### src/rtl/prefetch_queue_if.sv
// Purpose: bundles the program-ROM read port and the decoder-facing byte
//          stream of the 8051 prefetch stage.
// Signals:
//   rom_rd / rom_addr  : ROM read strobe and address (prefetcher -> ROM)
//   rom_data           : ROM byte, returned one cycle after rom_rd
//   op_valid/op_byte/op_pc : queue head presented to the decoder
//   op_ready           : decoder accepts the head
//   jmp / jmp_addr     : flush and restart fetching at jmp_addr
// Modports: master = prefetcher side, slave = ROM/decoder/core side.
interface prefetch_queue_if #(
  parameter int ADDR_W = 16
);
  logic              rom_rd;
  logic [ADDR_W-1:0] rom_addr;
  logic [7:0]        rom_data;
  logic              op_valid;
  logic [7:0]        op_byte;
  logic [ADDR_W-1:0] op_pc;
  logic              op_ready;
  logic              jmp;
  logic [ADDR_W-1:0] jmp_addr;

  modport master (
    output rom_rd, rom_addr, op_valid, op_byte, op_pc,
    input  rom_data, op_ready, jmp, jmp_addr
  );

  modport slave (
    input  rom_rd, rom_addr, op_valid, op_byte, op_pc,
    output rom_data, op_ready, jmp, jmp_addr
  );
endinterface

### src/rtl/prefetch_queue.sv
// Purpose: instruction prefetch stage. Issues reads to the synchronous
//          program ROM ahead of execution, buffers returned bytes with their
//          addresses in a DEPTH-entry FIFO and presents the head to the
//          decoder. A jump flushes the queue and any in-flight read and
//          restarts fetching at the jump target.
// Ports:
//   clk  : rising-edge clock
//   rst  : asynchronous, active-high reset
//   bus  : prefetch_queue_if.master (ROM port, decoder stream, jump request)
module prefetch_queue #(
  parameter int DEPTH  = 4,
  parameter int ADDR_W = 16
) (
  input  logic                  clk,
  input  logic                  rst,
  prefetch_queue_if.master      bus
);

  localparam int PTR_W = $clog2(DEPTH);
  localparam int CNT_W = PTR_W + 1;

  logic [PTR_W-1:0]  r_wr_ptr;
  logic [PTR_W-1:0]  r_rd_ptr;
  logic [CNT_W-1:0]  r_count;
  logic [ADDR_W-1:0] r_fetch_pc;
  logic              r_vld_p1;
  logic [ADDR_W-1:0] r_pc_p1;
  logic [7:0]        r_mem_byte [DEPTH];
  logic [ADDR_W-1:0] r_mem_pc   [DEPTH];
  logic [7:0]        r_last_byte;
  logic [ADDR_W-1:0] r_last_pc;

  logic [CNT_W-1:0]  w_occ;
  logic              w_empty;
  logic              w_issue;
  logic              w_push;
  logic              w_pop;

  // Occupancy counts the read in flight so a returning byte always has a slot.
  assign w_occ   = r_count + CNT_W'(r_vld_p1);
  assign w_empty = (r_count == '0);
  assign w_issue = ~rst & ~bus.jmp & (w_occ < CNT_W'(DEPTH));
  // A jump in the return cycle cancels the returning byte and any pop.
  assign w_push  = r_vld_p1 & ~bus.jmp;
  assign w_pop   = ~w_empty & bus.op_ready & ~bus.jmp;

  assign bus.rom_rd   = w_issue;
  assign bus.rom_addr = r_fetch_pc;
  assign bus.op_valid = ~w_empty;
  // While empty the outputs hold whatever head was last on display.
  assign bus.op_byte  = w_empty ? r_last_byte : r_mem_byte[r_rd_ptr];
  assign bus.op_pc    = w_empty ? r_last_pc   : r_mem_pc[r_rd_ptr];

  // Stage p0 -> p1: issue read, remember that a byte returns next cycle.
  always_ff @(posedge clk or posedge rst) begin
    if (rst) begin
      r_fetch_pc  <= '0;
      r_vld_p1    <= 1'b0;
      r_wr_ptr    <= '0;
      r_rd_ptr    <= '0;
      r_count     <= '0;
      r_last_byte <= '0;
      r_last_pc   <= '0;
    end else begin
      if (!w_empty) begin
        r_last_byte <= r_mem_byte[r_rd_ptr];
        r_last_pc   <= r_mem_pc[r_rd_ptr];
      end
      if (bus.jmp) begin
        r_fetch_pc <= bus.jmp_addr;
        r_vld_p1   <= 1'b0;
        r_wr_ptr   <= '0;
        r_rd_ptr   <= '0;
        r_count    <= '0;
      end else begin
        r_vld_p1 <= w_issue;
        if (w_issue) r_fetch_pc <= r_fetch_pc + ADDR_W'(1);
        if (w_push)  r_wr_ptr   <= r_wr_ptr + PTR_W'(1);
        if (w_pop)   r_rd_ptr   <= r_rd_ptr + PTR_W'(1);
        case ({w_push, w_pop})
          2'b10:   r_count <= r_count + CNT_W'(1);
          2'b01:   r_count <= r_count - CNT_W'(1);
          default: r_count <= r_count;
        endcase
      end
    end
  end

  // Stage p1 -> queue: capture returned byte with the address it was read from.
  always_ff @(posedge clk) begin
    if (w_issue) r_pc_p1 <= r_fetch_pc;
    if (w_push) begin
      r_mem_byte[r_wr_ptr] <= bus.rom_data;
      r_mem_pc[r_wr_ptr]   <= r_pc_p1;
    end
  end

endmodule

### src/flat_wrapper.sv
// flat-port wrapper written by rule: the top's interface ports become plain ports
module prefetch_queue_flat 
#(
  parameter int DEPTH  = 4,
  parameter int ADDR_W = 16
)
  (clk, rst, bus_rom_rd, bus_rom_addr, bus_op_valid, bus_op_byte, bus_op_pc, bus_rom_data, bus_op_ready, bus_jmp, bus_jmp_addr);
  prefetch_queue_if #(.ADDR_W(ADDR_W)) bus_i ();
  input  logic clk;
  input  logic rst;
  output wire logic [$bits(bus_i.rom_rd)-1:0] bus_rom_rd;
  output wire logic [$bits(bus_i.rom_addr)-1:0] bus_rom_addr;
  output wire logic [$bits(bus_i.op_valid)-1:0] bus_op_valid;
  output wire logic [$bits(bus_i.op_byte)-1:0] bus_op_byte;
  output wire logic [$bits(bus_i.op_pc)-1:0] bus_op_pc;
  input wire logic [$bits(bus_i.rom_data)-1:0] bus_rom_data;
  input wire logic [$bits(bus_i.op_ready)-1:0] bus_op_ready;
  input wire logic [$bits(bus_i.jmp)-1:0] bus_jmp;
  input wire logic [$bits(bus_i.jmp_addr)-1:0] bus_jmp_addr;
  assign bus_rom_rd = bus_i.rom_rd;
  assign bus_rom_addr = bus_i.rom_addr;
  assign bus_op_valid = bus_i.op_valid;
  assign bus_op_byte = bus_i.op_byte;
  assign bus_op_pc = bus_i.op_pc;
  assign bus_i.rom_data = bus_rom_data;
  assign bus_i.op_ready = bus_op_ready;
  assign bus_i.jmp = bus_jmp;
  assign bus_i.jmp_addr = bus_jmp_addr;
  prefetch_queue #(.DEPTH(DEPTH), .ADDR_W(ADDR_W)) u_core (.clk(clk), .rst(rst), .bus(bus_i));
endmodule
### config.mk
export PLATFORM = sky130hd
export DESIGN_NAME = prefetch_queue_flat
export DESIGN_NICKNAME = d
export VERILOG_FILES = /design/src/rtl/prefetch_queue_if.sv /design/src/rtl/prefetch_queue.sv /design/src/flat_wrapper.sv
export SDC_FILE = /design/constraint.sdc
export NUM_CORES = 1
export LEC_CHECK = 0
export CAP_MARGIN = 15
export CELL_PAD_IN_SITES_DETAIL_PLACEMENT = 0
export CELL_PAD_IN_SITES_GLOBAL_PLACEMENT = 1
export CORE_MARGIN = 2
export CORE_UTILIZATION = 45
export DETAILED_ROUTE_END_ITERATION = 16
export PLACE_DENSITY = 0.83
export SYNTH_ARGS = -nofsm -noshare
export SYNTH_HDL_FRONTEND = slang
export SYNTH_SLANG_ARGS = --single-unit
### constraint.sdc
create_clock -name clk -period 8.2 [get_ports clk]
set_input_delay 2.46 -clock clk [delete_from_list [all_inputs] [get_ports clk]]
set_output_delay 2.46 -clock clk [all_outputs]
set_load 0.01 [all_outputs]
==> metrics.txt <==
relative slew slack 38.49%; Synth Instances 362; CP arrival 4.26 ns; Internal 1.981 mW; Final Hold Vio Count 0; sequential share of power 40.4%; synth warn 0; Die X 122.9 um; P&R area growth vs syn 24.80%; first-pass GRT wire length 19220 um; RSZ-0062 raised after global routing false; commonest register cell after synthesis edfxtp_1; status finished clean; layout cells sized above 1 21.37%; drt first-iter violations 234; vias in the first global route 3623; worst vdd ir 0.1520 mV; endpoint class of the critical path primary output; worst min path class flop to flop; row count 43; Cell Area, Synth 6366 um2; clk sinks 160; clock-pin slew on the worst setup and hold paths 0.06 ns; Seq/Total Area, Yosys 71.70%; post-route cell area 7945 um2; Post-synth EDFFs 112; combinational power share 26.7%; drt first pass iters 4; startpoint types input port; Crit Path Max Fanout 17; ys async rst share 30.00%; Max Cap Viol 0; unique cell type count in the Yosys netlist 50; count of pins over their slew limit 0; gr usage total 17.51%; Via density 5.393; CTS tree done; initial antenna violation count 0; Switching Share 25.80%; diode count 0; setup TNS 0 ns; Worst-Margin Slew 0.9210 ns; largest net degree at the start of global routing 52; Power Density 336.0 nW/um2; Max Freq 148.9 MHz; Synth Register Bits 160; GRT Residual Overflow 0; required time worst endpoint 5.74 ns; Final ANT Viol Nets 0; routed via count 3419; CTS resizes 0; maximum buffer depth of the clock tree 2; skew final 0.01018 ns; # Post-CTS Setup Buffers 0; Net Switching 0.6889 mW; Tmin final 6.716 ns; worst skew pair latency 0.42 ns; fin crit share 81.91%; # H-tree levels 4; Routed Wire Length 12070 um; port bufs 69; die area 15110 um2; Post-Place Cell Area 7249 um2; post-synth net total 396; WL per Instance 19.03 um; Filler cells 1034; Final Net Count 475; Clock Power Share 32.9%; die height 122.9 um; critical path type input port to primary output; Leakage 2.804 nW; DRC viols 0; Post-CTS Hold Fix Bufs 0; CTS root buffer clkbuf_16; Post-DP HPWL 7009 um; # setup viols final 0; I/O pins 70; Initial Utilization 46.04%; core box area 13830 um2; Final GP Congestion 0.7975; Synth Area per Inst 17.59 um2; CTS buffer count 17
==> per-layer routing <==
| metal | global-route usage [%] | share of wire, % |
|---|---|---|
| met2 | 27.62 | 50 |
| met5 | 0 | 0 |
| met3 | 5.489 | 4.8 |
| met1 | 22.89 | 44 |
| met4 | 6.681 | 1.1 |
==> through the flow <==
| step | total power, mW | cells | hold WS [ns] | setup slack [ns] | util (%) |
|---|---|---|---|---|---|
| global route | 2.795 | 634 | 0.5120 | 1.317 | 57.46 |
| detailed placement | 1.813 | 601 | 0.4863 | 1.478 | 52.43 |
| floorplan | 1.479 | 362 | 0.4587 | 2.001 | - |
| finish | 2.670 | 634 | 0.4957 | 1.484 | 57.46 |
| CTS | 2.700 | 633 | 0.5008 | 1.473 | 57.26 |
| global placement | 1.794 | 601 | 0.4675 | 1.482 | 52.43 |
==> power by group through the flow <==
| stage | combinational, mW | clock (mW) | sequential (mW) |
|---|---|---|---|
| floorplan | 0.435 | 0 | 1.04 |
| global placement | 0.703 | 0 | 1.09 |
| detailed placement | 0.714 | 0 | 1.10 |
| CTS | 0.722 | 0.893 | 1.08 |
| global route | 0.770 | 0.927 | 1.10 |
| finish | 0.714 | 0.878 | 1.08 |
==> cells in the final DEF (no fill, tap or decap), types with 2 or more instances in the layout <==
cell	n
edfxtp_1	112
clkdlybuf4s50_1	69
dfrtp_1	47
mux4_2	24
mux2_2	24
clkbuf_16	17
nand2_1	14
nor2_1	14
o21ai_0	8
nand3_1	8
inv_1	8
buf_4	7
nand4_1	6
bufinv_16	6
and2_1	5
nor3_1	5
nand2b_1	5
ha_1	5
xnor2_1	4
and3_1	4
and4_1	4
a21oi_1	4
xor2_1	4
clkinv_4	4
a311o_1	3
nor2b_1	3
mux2i_1	3
o31a_1	2
o31ai_1	2
or4_1	2
a31oi_1	2
or3_1	2
clkbuf_1	2
==> synthesized netlist by cell type (4+ instances only) <==
cell type	count	area share, %
nand4_1	6	0.59
clkbuf_1	8	0.47
nand2_1	14	0.83
xor2_1	4	0.55
dfrtp_1	48	19
a21oi_1	4	0.31
mux4_2	24	8.5
mux2_2	24	4.2
nand3_1	8	0.63
and3_1	4	0.39
inv_1	9	0.53
nand2b_1	5	0.49
o21ai_0	8	0.63
xnor2_1	4	0.55
buf_2	6	0.47
nor2_1	14	0.83
nor3_1	5	0.39
ha_1	5	0.98
edfxtp_1	112	53
and4_1	4	0.55
and2_1	5	0.49
==> sequential cells by signal, summed over array words and instances, names as in the netlist <==
name                 flops
u_core.r_count           3
u_core.r_mem_byte       32
u_core.r_vld_p1          1
u_core.r_wr_ptr          2
u_core.r_rd_ptr          2
u_core.r_last_pc        16
u_core.r_last_byte       8
u_core.r_pc_p1          16
u_core.r_mem_pc         64
u_core.bus.rom_addr     16
==> final cells by class <==
cell class	count	area (um2)	area share (%)
Tap cell	180	225.2	2.835
Multi-Input combinational cell	176	1682	21.17
Sequential cell	160	4566	57.46
Clock inverter	13	235.2	2.961
Inverter	9	33.78	0.4252
Timing Repair Buffer	77	770.7	9.701
Clock buffer	19	432.9	5.449
==> cell families (layout without fill, tap and decap cells) <==
group / count (synthesis) / after routing / share of synthesized area (%)
AOI/OAI and AO/OA: 33 / 33 / 4.167
and+or+nand+nor: 78 / 78 / 6.643
DFF: 160 / 160 / 71.70
adders and majority gates: 6 / 6 / 1.297
muxes: 51 / 51 / 13.21
xor gates and xnor gates: 8 / 8 / 1.101
buffers and inverters: 26 / 118 / 1.887
==> path summary, 6_finish.rpt <==
check / cells after the start / slack (ns) / endpoint / start
min in group asynchronous: 3 / 2.62 / u_core.r_count[1] / rst
worst min register to register: 1 / 0.50 / u_core.r_last_pc[4] / u_core.r_last_pc[4]
worst min-delay path: 1 / 0.50 / u_core.r_last_pc[4] / u_core.r_last_pc[4]
max in group asynchronous: 3 / 5.06 / u_core.r_rd_ptr[0] / rst
worst max-delay path: 5 / 1.48 / bus_rom_rd / rst
worst max register to register: 4 / 5.90 / u_core.bus.rom_addr[14] / u_core.r_vld_p1
==> critical path, stage by stage <==
cell and delay [ns]:
clkdlybuf4s50_1 0.46, a21oi_1 0.31, nor2b_1 0.18, buf_4 0.26, clkdlybuf4s50_1 0.58
(Power assumes the default switching activity.)
